$ cat src/rtl/lfu_blit_sequencer.sv
// Drives a bytewise 4-bit logic function over a memory block: read src, read dst, write f(src,dst) to dst.
// One request per state, and each state waits for MGNT. Unneeded reads are skipped, so a fill takes 1 cycle per element.
module lfu_blit_sequencer #(
    parameter int AW = 20,
    parameter int DW = 8,
    parameter int LW = 16
) (
    input  logic          MasterClock,
    input  logic          RESETL,
    input  logic          CMD_VALID,
    output logic          CMD_READY,
    input  logic [AW-1:0] CMD_SRC,
    input  logic [AW-1:0] CMD_DST,
    input  logic [LW-1:0] CMD_LEN,
    input  logic [3:0]    CMD_LFUC,
    input  logic          ABORT,
    output logic          MREQ,
    output logic          MWR,
    output logic [AW-1:0] MADDR,
    output logic [DW-1:0] MWDATA,
    input  logic [DW-1:0] MRDATA,
    input  logic          MGNT,
    output logic          BUSY,
    output logic          DONE
);
    typedef enum logic [2:0] {IDLE, RDSRC, RDDST, WRDST, FIN} state_t;

    state_t        state;
    logic [AW-1:0] src_a;
    logic [AW-1:0] dst_a;
    logic [LW-1:0] cnt;
    logic [3:0]    lfuc;
    logic          ns_r;
    logic          nd_r;
    logic [DW-1:0] src_reg;
    logic [DW-1:0] dst_reg;
    logic          cmd_ns;
    logic          cmd_nd;

    function automatic logic [DW-1:0] lfu(input logic [3:0] c, input logic [DW-1:0] s,
                                          input logic [DW-1:0] d);
        logic [DW-1:0] r;
        r = '0;
        for (int i = 0; i < DW; i++) r[i] = c[{s[i], d[i]}];
        return r;
    endfunction

    function automatic state_t first_state(input logic ns, input logic nd);
        state_t st;
        if (ns)      st = RDSRC;
        else if (nd) st = RDDST;
        else         st = WRDST;
        return st;
    endfunction

    always_comb begin
        cmd_nd = (CMD_LFUC[1] != CMD_LFUC[0]) | (CMD_LFUC[3] != CMD_LFUC[2]);
        cmd_ns = (CMD_LFUC[2] != CMD_LFUC[0]) | (CMD_LFUC[3] != CMD_LFUC[1]);
    end

    // Bus outputs are pure decodes of state and working registers, so they hold until grant.
    assign CMD_READY = (state == IDLE);
    assign BUSY      = (state != IDLE);
    assign DONE      = (state == FIN);
    assign MREQ      = (state == RDSRC) || (state == RDDST) || (state == WRDST);
    assign MWR       = (state == WRDST);
    assign MADDR     = (state == RDSRC) ? src_a : dst_a;

    always_comb begin
        MWDATA = lfu(lfuc, ns_r ? src_reg : '0, nd_r ? dst_reg : '0);
    end

    always_ff @(posedge MasterClock or negedge RESETL) begin
        if (!RESETL) begin
            state   <= IDLE;
            src_a   <= '0;
            dst_a   <= '0;
            cnt     <= '0;
            lfuc    <= '0;
            ns_r    <= 1'b0;
            nd_r    <= 1'b0;
            src_reg <= '0;
            dst_reg <= '0;
        end else if (state != IDLE && ABORT) begin
            state <= IDLE;
        end else begin
            case (state)
                IDLE: begin
                    if (CMD_VALID) begin
                        src_a <= CMD_SRC;
                        dst_a <= CMD_DST;
                        cnt   <= CMD_LEN;
                        lfuc  <= CMD_LFUC;
                        ns_r  <= cmd_ns;
                        nd_r  <= cmd_nd;
                        state <= (CMD_LEN == '0) ? FIN : first_state(cmd_ns, cmd_nd);
                    end
                end
                RDSRC: begin
                    if (MGNT) begin
                        src_reg <= MRDATA;
                        state   <= nd_r ? RDDST : WRDST;
                    end
                end
                RDDST: begin
                    if (MGNT) begin
                        dst_reg <= MRDATA;
                        state   <= WRDST;
                    end
                end
                WRDST: begin
                    if (MGNT) begin
                        src_a <= src_a + 1'b1;
                        dst_a <= dst_a + 1'b1;
                        cnt   <= cnt - 1'b1;
                        state <= (cnt == LW'(1)) ? FIN : first_state(ns_r, nd_r);
                    end
                end
                FIN:     state <= IDLE;
                default: state <= IDLE;
            endcase
        end
    end
endmodule

$ cat config.mk
export PLATFORM = sky130hd
export DESIGN_NAME = lfu_blit_sequencer
export DESIGN_NICKNAME = d
export VERILOG_FILES = /design/src/rtl/lfu_blit_sequencer.sv
export SDC_FILE = /design/constraint.sdc
export NUM_CORES = 1
export LEC_CHECK = 0
export BUFFER_PORTS_ARGS = -buffer_cell sky130_fd_sc_hd__buf_4
export CORE_MARGIN = 4
export CORE_UTILIZATION = 49
export CTS_BUF_LIST = sky130_fd_sc_hd__clkbuf_4
export CTS_CLUSTER_SIZE = 12
export DETAILED_ROUTE_END_ITERATION = 8
export PLACE_DENSITY = 0.73
export SLEW_MARGIN = 25
export SYNTH_ARGS = -nofsm -noshare
export SYNTH_HDL_FRONTEND = slang
export SYNTH_SLANG_ARGS = --single-unit
export TNS_END_PERCENT = 1
$ cat constraint.sdc
create_clock -name MasterClock -period 4.85 [get_ports MasterClock]
set_input_delay 0.485 -clock MasterClock [delete_from_list [all_inputs] [get_ports MasterClock]]
set_output_delay 0.485 -clock MasterClock [all_outputs]
set_load 0.05 [all_outputs]
* After elaboration in Yosys (flattened, before gate mapping)
Index checks and enable logic that the tools add are counted.
** Storage, ports and cells
- Flip-flop bits (word level) :: 81
- Bits of input ports :: 73
- Output and inout bits :: 33
- Logic and storage cells :: 90
** Operators by class
- Add/subtract/negate cells :: 3
- Magnitude comparators :: 8
- Equal/unequal tests :: 15
- Muxes and demuxes :: 40
- Bitwise operators :: 3
- Reduce and logical (&&, ||, !) cells :: 12
** Operators with widths (count)
- $mux W20 :: 5
- $pmux W20 S2 :: 2
- $add A20 B1 Y20 const B :: 2
- $mux W16 :: 2
- $pmux W16 S2 :: 1
- $lt A2 B3 Y1 const B :: 8
- $mux W3 :: 7
- $bmux W1 S2 :: 8
- $eq A16 B1 Y1 const B :: 1
- $logic_not A16 Y1 :: 1
- $mux W8 :: 2
- $sub A16 B1 Y16 const B :: 1
- $pmux W3 S4 :: 1
- $mux W1 :: 10
- $ne A3 B2 Y1 const B :: 3
- $reduce_and A3 Y1 :: 3
- $reduce_and A4 Y1 :: 2
- $eq A3 B2 Y1 const B :: 2
- $mux W2 :: 2
- $ne A1 B1 Y1 :: 4
- $eq A3 B1 Y1 const B :: 1
- $eq A3 B3 Y1 const B :: 1
- $logic_not A3 Y1 :: 1
- $ne A3 B1 Y1 const B :: 1
- other kinds (8) :: 10

* Longest topological paths before layout
Gate-level depths: netlist of the first run.
- Depth in word-level cells :: 8
- Mapped depth :: 9
- Mapped depth without buffers :: 7

* Worst setup path before layout of the first run
OpenSTA, ideal clock, no wires.
- Path kind :: register to output
- Start :: reg state[1]
- End :: out BUSY
- Data arrival time :: 2294 ps
- Data required time :: 4365 ps
- Path slack :: 2071 ps
- Stages on the path, launching flop included :: 4
- Buffers on the path :: 1
- Path through :: dfrtp_1 -> buf_2 -> nor3_1 -> inv_1
** On the way
- Word-level cells in the longest chain between the ends :: 1
** Ends and longest elaborated chain
- start: declaration :: line 28 : state_t state;
- start signal: assignment :: line 96 : state <= (CMD_LEN == '0) ? FIN : first_state(cmd_ns, cmd_nd);
- start signal: assignment :: line 102 : state <= nd_r ? RDDST : WRDST;
- start signal: assignment :: line 116 : state <= (cnt == LW'(1)) ? FIN : first_state(ns_r, nd_r);
- $reduce_bool A3 Y1 :: line 63 : assign BUSY = (state != IDLE);
- end: declaration :: line 23 : output logic BUSY,
No other way between the ends.

* Final worst setup path of the first run
- Start :: reg state[2]
- End :: out MWR
** On the way
- Word-level cells in the longest chain between the ends :: 1
** Ends and longest elaborated chain
- $eq A3 B2 Y1 :: line 66 : assign MWR = (state == WRDST);
- end: declaration :: line 18 : output logic MWR,
No other way between the ends.

==> results summary, run 1 <==
The portion of total power attributed to the clock network came out at between 10 and 15%. In this run, the combinational gates consume 57.3% of the power. The overall die area is 0.01208 sq mm. The number of library cell types mapped by synthesis is 56. The number of warnings printed during yosys synthesis came out at 0. The run finished with clean final reports. The largest net degree at the start of global routing is roughly 80. The final routed wirelength across all metal layers came out at 13.67 mm. In this run the biggest area consumer among cell types represents between 30% and 40% of the synthesized area. The total clock sinks came out at 81. The pre-antenna-repair detailed-routing pass consisted of 4 iterations. The layer with the highest usage is met2.

The synthesized netlist occupies a cell area of 0.005090 sq mm. The count of H-tree levels built during CTS is 3. At the worst endpoint, the required time is 4.37 ns. At the worst endpoint, the arrival time is 2.47 ns.

The number of filler instances in the final layout is 868. On the final layout, the worst clock skew is between 0.02 and 0.025 ns. The signal on the critical path passes through nand3b_1 -> buf_4 -> inv_2 -> buf_4. The launching point of the worst reg2reg path is state[1]. 0 antenna diodes ended up in the layout. The total power consumption of the routed design is 4.569 mW. Yosys mapped a number of flops with a built-in enable equal to 0. The total negative slack is 0 ns. Of the total synthesized cell area, the portion taken by XOR and XNOR cells is 0.6883%. After synthesis, the most frequently instantiated cells are sky130_fd_sc_hd__dfrtp_1 (81), sky130_fd_sc_hd__nand2_1 (54), sky130_fd_sc_hd__o21ai_0 (54). The share of total power consumed by net switching is roughly half. After technology mapping, the gate count stands at 563. The I/O pin count is 106. By instance count, the cell type seen most on the critical path is sky130_fd_sc_hd__buf_4. The largest registers in the layout are dst_a x20, src_a x20, cnt x16. The global-route total usage across every layer is 23.08%. The net switching power of the design came out at 2.277 mW. The fraction of registers with async set or reset after synthesis is between 90% and 100%. The later pin in the worst-skew pair is clocked with a latency of about 0.44 ns. The mean routed wirelength per cell is 17.51 um. The net count of the finished layout is 720.

The count of input and output buffers is 105. Global routing used 3.171% of the available met3 tracks. The wire length of the first global-routing pass came out at between 20 and 25 mm.

Internal power comes to 2.292 mW. The area added between synthesis and finish is 19.96%. After routing the design area is 0.006106 sq mm. After layout, the minimum clock period comes to 2.956 ns. The met1 track utilization from global routing came out at between 30% and 40%. Among all stages on the critical path, the largest delay is contributed by sky130_fd_sc_hd__inv_2.

The violation count after the first detailed-route iteration is 290. Among all cell types in the netlist, the one instantiated most often is sky130_fd_sc_hd__dfrtp_1. In this run the worst path has a maximum fanout of 54. The max-slew violation count came out at 0. The setup check on the worst reg-to-reg path leaves a slack of 2.12 ns.

The worst hold path belongs to the class in -> async. The post-CTS resize count is 0. The height of the chip is 109.9 um.

The sequential cell fraction of total power is 31.2%. The critical path launch point type is a register. The placed cell area came out at 0.005912 sq mm. The total vias in the final route is 4813. In this design, the stage delay of the slowest critical-path cell is 0.65 ns. The post-synthesis sequential element count came out at 81.

STA classifies the critical path endpoint as a primary output. Across the run, the number of max-cap violations was 0. The destination of the worst register-to-register timing path is src_a[13]. The number of routed nets with antenna violations came out at 0. In the global route stage, met2 resource usage came out at roughly a third. The headroom to the max-slew limit came out at 46.04%. Power spread over the standard cell area amounts to 748.3 mW/mm^2. The buffer cell driving the clock tree root is sky130_fd_sc_hd__clkbuf_4.

The worst ir drop on vdd came out at ~0.53 mV. Ranked by total cell area, the synthesized netlist is headed by sky130_fd_sc_hd__dfrtp_1 (40%), sky130_fd_sc_hd__mux2_2 (8.4%), sky130_fd_sc_hd__o21ai_0 (5.3%). The starting density of the core came out at 51.13%. The width of the die came out at roughly 110 um. The maximum clock frequency came out at approximately 0.34 GHz. The adder and majority gate portion of the synthesized area is less than 1%. Among all flip-flop cells after synthesis, the most frequent one is sky130_fd_sc_hd__dfrtp_1. The setup path with the least slack is of type reg -> out.

At the end of the flow the core is filled with cells to between 60% and 70%. The static leakage came out at between 2 and 3 nW. The area of the placeable core came out at 0.009955 sq mm.

TritonCTS built the clock tree. By area, the combinational part of the netlist is dominated by compound AO/OA/AOI/OAI gates. After Yosys synthesis, and, or, nand and nor cells account for around a fifth of the synthesized area. The number of standard-cell rows in the floorplan came out at 36. The detail-routed via count per cell is 6.163. The worst-case clock buffer depth is 2.

The post-place setup slack came out at 2.129 ns. The final HPWL from detailed placement is around 9.5 mm. The routability congestion estimate from global placement is 0.8818. After layout, the worst setup slack is 1.894 ns. The clock-pin slew on the worst setup and hold paths is 0.15 ns. When the netlist entered floorplanning its net count stood at 640. The initial antenna violation count is 0. The kind of cell with the highest combined delay along the critical path is buffers and inverters. The post-cts hold buffer count is 0. The post-CTS setup buffer count came out at 0. The number of hold violations in the final report is 0.

The total grt overflow came out at 0. sky130_fd_sc_hd__dfrtp_1 takes more of the synthesized area than any other cell. Dividing the final minimum period by the clock period gives 60.96%. The portion of the post-synthesis area used by sequential elements came out at 39.82%. The worst reg2reg path depth came out at 6. Summing the areas of all compound-gate instances in the mapped netlist gives 21.76% of the synthesized area.

Counting the buffers created by CTS gives 9. The critical path buffer and inverter count came out at 3. Setup repair after global routing left no endpoint under its margin. The transition time at the pin with the least slew margin is 0.8076 ns. The final count of negative-setup-slack endpoints is 0. In the routed design, unresolved DRC markers number 0. The fraction of final layout cells with drive strength greater than 1 is ~29%. The number of global-route vias before repair came out at 4471. The mean cell area of the mapped netlist came out at between 9 and 10 sq um. The mux share of post-synthesis cell area is around 12%.
per-stage QoR:
step	cells	hold slack [ns]
after floorplan	563	0.1894
after global placement	765	0.4866
after detailed placement	765	0.4927
after CTS	781	0.2316
after global routing	781	0.1080
final	781	0.05744
worst max path at each step:
stage / endpoint / from / slack, ns / cells after the start
global placement: cnt[6] / state[2] / 2.22 / 7
global route: MWR / state[2] / 1.70 / 4
CTS: MWR / state[2] / 1.90 / 4
finish: MWR / state[2] / 1.89 / 4
floorplan: BUSY / state[1] / 2.07 / 3
detailed placement: src_a[14] / CMD_VALID / 2.13 / 6
cell families after synthesis:
group	Yosys count
compound gates	180
fa+ha+maj	4
flops	81
mux	48
simple gates	194
xor+xnor	4
buf+inv	52
layer usage:
metal  vias up  share of wire, %
met5         -                 0
met4         0               2.2
met3        29               5.9
met2       184                47
met1      2334                45
li1       2266                 -
power by group through the flow:
| stage | sequential [mW] | combinational [mW] | clock [mW] |
|---|---|---|---|
| 3_3_place_gp | 1.40 | 2.58 | 0 |
| 2_1_floorplan | 1.26 | 2.07 | 0 |
| 5_1_grt | 1.48 | 2.81 | 0.566 |
| 4_1_cts | 1.41 | 2.63 | 0.532 |
| 3_5_place_dp | 1.43 | 2.63 | 0 |
| 6_report | 1.43 | 2.62 | 0.525 |
area by class of cell:
class | count | area (sq um) | share of cell area (%)
Multi-Input combinational cell | 430 | 2851 | 46.70
Sequential cell | 81 | 2027 | 33.20
Timing Repair Buffer | 110 | 829.5 | 13.59
Tap cell | 133 | 166.4 | 2.725
Clock inverter | 6 | 115.1 | 1.885
Clock buffer | 10 | 75.07 | 1.230
Inverter | 11 | 41.29 | 0.6762
cells in the final DEF (no fill, tap or decap), types with 6 or more instances in the layout:
cell | Yosys | final
sky130_fd_sc_hd__clkbuf_4 | 0 | 10
sky130_fd_sc_hd__nand2_1 | 54 | 54
sky130_fd_sc_hd__a31oi_1 | 7 | 7
sky130_fd_sc_hd__nor3_1 | 9 | 9
sky130_fd_sc_hd__a2bb2oi_1 | 16 | 16
sky130_fd_sc_hd__buf_4 | 1 | 109
sky130_fd_sc_hd__nand4_1 | 10 | 10
sky130_fd_sc_hd__nor2_1 | 38 | 38
sky130_fd_sc_hd__and4_1 | 6 | 6
sky130_fd_sc_hd__dfrtp_1 | 81 | 81
sky130_fd_sc_hd__nand3_1 | 28 | 28
sky130_fd_sc_hd__mux2_2 | 38 | 38
sky130_fd_sc_hd__mux4_2 | 8 | 8
sky130_fd_sc_hd__and3_1 | 12 | 12
sky130_fd_sc_hd__inv_1 | 11 | 10
sky130_fd_sc_hd__o22ai_1 | 15 | 15
sky130_fd_sc_hd__o21ai_0 | 54 | 54
sky130_fd_sc_hd__a22oi_1 | 8 | 8
sky130_fd_sc_hd__a21oi_1 | 52 | 51
(Power assumes the default switching activity.)
==> run 2: changes to the inputs <==
--- a/config.mk
+++ b/config.mk
@@ -11,7 +11,7 @@
 export CTS_BUF_LIST = sky130_fd_sc_hd__clkbuf_4
 export CTS_CLUSTER_SIZE = 12
 export DETAILED_ROUTE_END_ITERATION = 8
-export PLACE_DENSITY = 0.73
+export PLACE_DENSITY = 0.76
 export SLEW_MARGIN = 25
 export SYNTH_ARGS = -nofsm -noshare
 export SYNTH_HDL_FRONTEND = slang
==> constraint.sdc (replaced) <==
create_clock -name MasterClock -period 2.4 [get_ports MasterClock]
set_input_delay 0.24 -clock MasterClock [delete_from_list [all_inputs] [get_ports MasterClock]]
set_output_delay 0.24 -clock MasterClock [all_outputs]
set_load 0.05 [all_outputs]
==> run 2 against run 1 <==
First-iteration DRC count grew 19%. Die area is the same. Hold slack lost 0.040 ns. Via count grew 1.7%. Critical path depth grew 1. Sequential power grew 100%. Final cell count grew 1.7%. Highest routed layer unchanged. Clock skew shrank 0.0063 ns. Sequential share of layout area shrank 0.87 points. Power grew 110%.
==> results summary, run 2 (synthesis results as in run 1) <==
The post-CTS setup buffer count is 0 (unchanged). The critical path's largest stage delay is 0.43 ns (was 0.65 ns). The fraction of final layout cells with drive strength greater than 1 is 30.11% (was 28.70%). The wire length of the first global-routing pass is 22.50 mm (was 22.04 mm). The count of H-tree levels built during CTS was 3 (unchanged). The category of the worst setup path capture point is a primary output (unchanged). The transition time at the pin with the least slew margin is 0.5491 ns (was 0.8076 ns). The final count of negative-setup-slack endpoints is 0 (unchanged). The buffer cell driving the clock tree root is sky130_fd_sc_hd__clkbuf_4 (unchanged).

The max-slew violation count is 0 (unchanged). The total CTS buffers came out at 9 (unchanged). The net count of the finished layout is 733 (was 720). The count of input and output buffers came out at 105 (unchanged).

The width of the die came to 109.9 um (unchanged). The most frequent standard cell in the layout excluding fill and tap cells is sky130_fd_sc_hd__buf_4 (unchanged). The total vias in the final route is 4895 (was 4813). Status: complete, no violations (unchanged). The number of standard-cell rows in the floorplan came out at 36 (unchanged). The worst-case clock buffer depth came out at 2 (unchanged).

The number of hold violations in the final report is 0 (unchanged). The detail-routed via count per cell is 6.165 (was 6.163). The mean routed wirelength per cell is 17.86 um (was 17.51 um). The height of the chip is 109.9 um (unchanged). The filler-free cell count of the finished design is 794 (was 781).

The total negative slack is 0 ns (unchanged). The final HPWL from detailed placement is 9.881 mm (was 9.533 mm). The static leakage is 2.646 nW (was 2.574 nW). The area of the placeable core was 0.009955 sq mm (unchanged).

The cell type of the slowest stage on the worst timing path is sky130_fd_sc_hd__dfrtp_2 (was sky130_fd_sc_hd__inv_2). The clock-pin slew on the worst setup and hold paths is 0.14 ns (was 0.15 ns). The worst hold path class is in -> reg (was in -> async). The total power density per cell area came to 1498 mW/mm^2 (was 748.3 mW/mm^2). The final routed wirelength across all metal layers is 14.18 mm (was 13.67 mm).

The TritonCTS clock tree was yes (unchanged). The fraction of the core area covered by cells at the end of the flow is 63.02% (was 61.34%). The I/O pin count came out at 106 (unchanged). The post-layout minimum cycle time came out at 2.335 ns.

The starting density of the core is 51.13% (unchanged). The clock skew after layout is 0.01683 ns (was 0.02314 ns). The violation count after the first detailed-route iteration came out at 346 (was 290). Static timing analysis puts the maximum clock frequency at 0.4283 GHz. The DRC violation count after routing came to 0 (unchanged). The part of the cycle the worst path needs is 97.29%. The number of global-route vias before repair came out at 4548 (was 4471). The total grt overflow is 0 (unchanged). Unrepaired setup endpoints after global routing: yes (was no).

The number of detailed-route iterations in the first pass is 5 (was 4). The largest net degree at the start of global routing is 65 (was 82). The worst-skew pair later-pin latency came out at 0.46 ns (was 0.44 ns).

The placed cell area is 0.006030 sq mm (was 0.005912 sq mm). The reported max-cap violation count is 0 (unchanged). The worst ir drop on vdd was 1.036 mV (was 0.5273 mV). The post-layout instance area was 0.006274 sq mm (was 0.006106 sq mm). The overall die area came out at 0.01208 sq mm (unchanged). The most repeated library cell on the critical path is sky130_fd_sc_hd__buf_4 (unchanged). The worst setup path category was reg -> out (unchanged). The area added between synthesis and finish is 23.25% (was 19.96%). Largest registers in the final layout: dst_a x20, src_a x20, cnt x16 (unchanged). The number of routed nets with antenna violations came out at 0 (unchanged). Commonest cells after routing, fill and taps aside: sky130_fd_sc_hd__buf_4 (107), sky130_fd_sc_hd__dfrtp_1 (80), sky130_fd_sc_hd__nand2_1 (54), sky130_fd_sc_hd__o21ai_0 (54), sky130_fd_sc_hd__a21oi_1 (51) (was sky130_fd_sc_hd__buf_4 (109), sky130_fd_sc_hd__dfrtp_1 (81), sky130_fd_sc_hd__nand2_1 (54), sky130_fd_sc_hd__o21ai_0 (54), sky130_fd_sc_hd__a21oi_1 (51)). The worst-path maximum fanout came out at 11 (was 54). The total clock sinks came out at 81 (unchanged). The total placed cells including tap cells came out at 775 (was 765).

The number of diodes added for antenna fixing came out at 0 (unchanged). The critical path arrival was 2.10 ns (was 2.47 ns). The critical path launch point type was a register (unchanged).

The required time of the critical path came to 2.16 ns (was 4.37 ns). The total power consumption of the routed design is 9.395 mW (was 4.569 mW). The routability congestion estimate from global placement came out at 0.9327 (was 0.8818). The headroom to the max-slew limit is 63.20% (was 46.04%).

The initial antenna violation count came out at 0 (unchanged). Cells along the critical path: buf_4 -> nor3b_4 -> buf_6 -> mux2_2 -> buf_4 (was nand3b_1 -> buf_4 -> inv_2 -> buf_4). The global-route total usage across every layer came out at 23.65% (was 23.08%).
## run 2: cell types whose count changed in the layout (fill, tap and decap cells not counted), moves of 2 or more
cell and change:
sky130_fd_sc_hd__buf_12 +3, sky130_fd_sc_hd__buf_4 -2, sky130_fd_sc_hd__buf_6 +10, sky130_fd_sc_hd__dlygate4sd3_1 +2
## run 2: where the power goes
group	internal [mW]	switching, mW	total, mW
clock network	0.437	0.514	0.951
logic	2.25	3.32	5.57
registers	2.03	0.846	2.87
## run 2: worst max-delay path, delay by kind of cell, from the launching register on
kind / cells / cell delay, ns
DFF: 1 / 0.43
and+or+nand+nor: 1 / 0.27
muxes: 1 / 0.36
buffers and inverters: 3 / 0.57
## run 2: what timing repair did
| action | 4_1_cts | 5_1_grt |
|---|---|---|
| pin swaps | 0 | 0 |
| endpoints found under the hold margin | 38 | 0 |
| cloned | 0 | 1 |
| gates resized for setup | 1 | 14 |
| hold buffers | 2 | 0 |
| setup endpoints to repair | 1 | 18 |
## run 2: final cells by class
class / count / area [sq um]
Clock buffer: 10 / 75.07
Clock inverter: 6 / 92.59
Fill cell: 854 / 3681
Inverter: 11 / 41.29
Multi-Input combinational cell: 430 / 2863
Sequential cell: 81 / 2028
Tap cell: 133 / 166.4
Timing Repair Buffer: 123 / 1007
## run 2: routing by layer
| metal | global-route usage [%] | vias to the layer above | wire [um] | share of wire [%] |
|---|---|---|---|---|
| li1 | - | 2292 | - | - |
| met1 | 33.46 | 2353 | 6069 | 43 |
| met2 | 37.78 | 226 | 6692 | 47 |
| met3 | 3.993 | 24 | 1185 | 8.4 |
| met4 | 5.877 | 0 | 232 | 1.6 |
| met5 | 0 | - | 0 | 0 |
## run 2: path summary, 6_finish.rpt
check / start / endpoint / slack [ns] / cells past startpoint
worst min-delay path: MRDATA[4] / dst_reg[4] / 0.02 / 2
worst max-delay path: state[0] / MADDR[19] / 0.06 / 5
worst min register to register: dst_reg[7] / dst_reg[7] / 0.52 / 1
worst max register to register: cnt[1] / cnt[12] / 0.38 / 7
min in group asynchronous: RESETL / dst_a[3] / 0.30 / 2
max in group asynchronous: RESETL / src_a[13] / 1.50 / 3
## run 2: per-stage QoR
| stage | setup WS, ns | hold slack (ns) |
|---|---|---|
| 6_report | 0.06499 | 0.01757 |
| 5_1_grt | -0.002595 | 0.007410 |
| 4_1_cts | 0.05064 | 0.006028 |
| 3_5_place_dp | 0.4086 | 0.2597 |
| 3_3_place_gp | 0.5430 | 0.2575 |
| 2_1_floorplan | 0.1829 | -0.05559 |
==> run 3: changes to the inputs <==
==> constraint.sdc (replaced) <==
create_clock -name MasterClock -period 2.4 [get_ports MasterClock]
set_input_delay 0.48 -clock MasterClock [delete_from_list [all_inputs] [get_ports MasterClock]]
set_output_delay 0.48 -clock MasterClock [all_outputs]
set_load 0.05 [all_outputs]
==> run 3 against run 2 <==
The flow now finishes with violations (negative hold slack). Critical path depth shrank 1. Via count grew 1.6%. Utilization grew 0.25 points. Sequential share of layout area shrank 0.069 points. Maximum frequency shrank 2.0%. Sequential cell count is the same. Power grew 0.58%. Final cell count grew 0.50%. Hold slack lost 0.024 ns. Largest cell class unchanged.
==> results summary, run 3 (synthesis results as in run 1) <==
The critical path buffer and inverter count is 2 (was 3). The critical path arrival came out at 1.90 ns (was 2.10 ns). The violation count after the first detailed-route iteration came to 275 (was 346).

The headroom to the max-slew limit came out at 63.37% (was 63.20%). The total clock sinks was 81 (unchanged). The hold slack is -0.006794 ns (was 0.01757 ns). The area of the placeable core came out at 0.009955 sq mm (unchanged). The most frequent standard cell in the layout excluding fill and tap cells is sky130_fd_sc_hd__buf_4 (unchanged).

The required time of the critical path is 1.92 ns (was 2.16 ns). The routability congestion estimate from global placement came out at 0.8584 (was 0.9327). The number of standard-cell rows in the floorplan was 36 (unchanged). The category of the worst setup path capture point is a primary output (unchanged). The static leakage is 2.658 nW (was 2.646 nW). The met3 layer usage reported by global route came to 4.580% (was 3.993%).

The post-cts hold buffer count came out at 0 (was 2). The post-layout instance area is 0.006299 sq mm (was 0.006274 sq mm). The net count of the finished layout is 737 (was 733).

The critical path launch point type was a register (unchanged). The total power density per cell area came out at 1500 mW/mm^2 (was 1498 mW/mm^2). The global-route total usage across every layer is 24.74% (was 23.65%). Unrepaired setup endpoints after global routing: yes (unchanged). The max-slew violation count came to 0 (unchanged). The total grt overflow is 0 (unchanged).

The final count of negative-setup-slack endpoints is 0 (unchanged). The layer with the highest usage is met2 (unchanged). The initial antenna violation count was 0 (unchanged). The final reports fail on negative hold slack. Status: finished with violations (was complete, no violations). The number of filler instances in the final layout came out at 829 (was 854). The starting density of the core is 51.13% (unchanged). The number of hold violations in the final report came out at 6 (was 0). The final worst-path setup slack came out at 0.01754 ns (was 0.06499 ns). The fraction of final layout cells with drive strength greater than 1 is 31.13% (was 30.11%). The placed cell area came to 0.006045 sq mm (was 0.006030 sq mm). The part of the cycle the worst path needs was 99.27% (was 97.29%). The reported max-cap violation count is 0 (unchanged).

The kind of cell with the highest combined delay on the critical path was flip-flops (was buffers and inverters). The wire length of the first global-routing pass is 23.63 mm (was 22.50 mm). The maximum clock frequency came out at 0.4197 GHz (was 0.4283 GHz). The cell type of the slowest stage on the worst timing path is sky130_fd_sc_hd__dfrtp_2 (unchanged). The total vias in the final route is 4974 (was 4895). The total power consumption of the routed design is 9.450 mW (was 9.395 mW). The post-place setup slack came to 0.3170 ns (was 0.4086 ns). The number of detailed-route iterations in the first pass is 5 (unchanged). The number of routed nets with antenna violations is 0 (unchanged).

The buffer cell driving the clock tree root is sky130_fd_sc_hd__clkbuf_4 (unchanged). The met2 global-route usage was 39.51% (was 37.78%). The TritonCTS clock tree is yes (unchanged).

The DRC violation count after routing is 0 (unchanged). The number of diodes added for antenna fixing is 0 (unchanged). The number of global-route vias before repair came out at 4725 (was 4548). The mean routed wirelength per cell came to 18.41 um (was 17.86 um). The overall die area came out at 0.01208 sq mm (unchanged). The worst-path maximum fanout is 22 (was 11). The width of the die came to 109.9 um (unchanged). The worst setup path category is reg -> out (unchanged). The count of H-tree levels built during CTS came out at 3 (unchanged).

The worst ir drop on vdd came out at 1.160 mV (was 1.036 mV). The worst-case clock buffer depth came to 2 (unchanged). The critical path's largest stage delay came out at 0.47 ns (was 0.43 ns).

The area added between synthesis and finish came to 23.75% (was 23.25%). Largest registers in the final layout: dst_a x20, src_a x20, cnt x16 (unchanged). Commonest cells after routing, fill and taps aside: sky130_fd_sc_hd__buf_4 (106), sky130_fd_sc_hd__dfrtp_1 (77), sky130_fd_sc_hd__nand2_1 (54), sky130_fd_sc_hd__o21ai_0 (54), sky130_fd_sc_hd__a21oi_1 (51) (was sky130_fd_sc_hd__buf_4 (107), sky130_fd_sc_hd__dfrtp_1 (80), sky130_fd_sc_hd__nand2_1 (54), sky130_fd_sc_hd__o21ai_0 (54), sky130_fd_sc_hd__a21oi_1 (51)). The final routed wirelength across all metal layers came to 14.69 mm (was 14.18 mm). The count of input and output buffers came out at 105 (unchanged). The total CTS buffers came out at 9 (unchanged). The final HPWL from detailed placement is 10.23 mm (was 9.881 mm).

The met1 track utilization from global routing is 33.42% (was 33.46%). The post-layout minimum cycle time came out at 2.382 ns (was 2.335 ns). The clock skew after layout was 0.01706 ns (was 0.01683 ns). The detail-routed via count per cell came out at 6.233 (was 6.165). The worst hold path class is in -> async (was in -> reg). The total negative slack was 0 ns (unchanged).

The worst-skew pair later-pin latency came out at 0.44 ns (was 0.46 ns). The largest net degree at the start of global routing is 54 (was 65). The height of the chip came out at 109.9 um (unchanged). The clock-pin slew on the worst setup and hold paths is 0.14 ns (about the same).

The I/O pin count came to 106 (unchanged). The transition time at the pin with the least slew margin came out at 0.5494 ns (was 0.5491 ns). Cells along the critical path: nor3b_4 -> buf_12 -> mux2_2 -> buf_6 (was buf_4 -> nor3b_4 -> buf_6 -> mux2_2 -> buf_4).
[run 3: changes by cell type in the layout (fill, tap and decap cells not counted), sizes merged]
cell,delta
inv,+1
clkbuf,-1
clkinvlp,+1
dlygate4sd3,-2
bufinv,-1
buf,+6
[run 3: cell type report]
class                      count  area (sq um)  area share (%)
multi-input combinational    430          2863           45.45
sequential                    81          2032           32.26
timing repair buffer         127          1059           16.81
tap                          133         166.4           2.642
clock inverter                 7         70.07           1.112
clock buffer                   9         67.56           1.073
inverter                      11         41.29          0.6555
[run 3: final timing paths]
kind,cells after the start,start,slack [ns],end
min in group MasterClock,2,CMD_SRC[13],0.26,src_a[13]
worst min-delay path,1,RESETL,-0.007,dst_a[14]
worst min register to register,1,dst_reg[7],0.52,dst_reg[7]
worst max register to register,7,state[0],0.19,src_a[14]
worst max-delay path,4,state[2],0.02,MADDR[4]
max in group asynchronous,2,RESETL,1.73,state[1]
[run 3: through the flow]
step / cells / utilization, %
floorplan: 563 / -
global placement: 777 / 60.72
detailed placement: 777 / 60.72
CTS: 798 / 62.58
global route: 798 / 63.27
finish: 798 / 63.27
[run 3: power by group]
part | switching (mW) | total [mW] | internal [mW]
logic | 3.37 | 5.72 | 2.35
clock network | 0.510 | 0.825 | 0.315
registers | 0.874 | 2.90 | 2.03
[run 3: routing by layer]
layer | part of all wire [%] | vias up | wire length [um]
li1 | - | 2304 | -
met1 | 42 | 2410 | 6125
met5 | 0 | - | 0
met3 | 7.8 | 30 | 1145
met4 | 2.0 | 0 | 301
met2 | 48 | 230 | 7118
[run 3: what timing repair did]
action / 4_1_cts / 5_1_grt
setup buffers: 5 / 0
hold endpoints to repair: 0 / 0
resized for setup: 4 / 19
setup endpoints to repair: 21 / 26
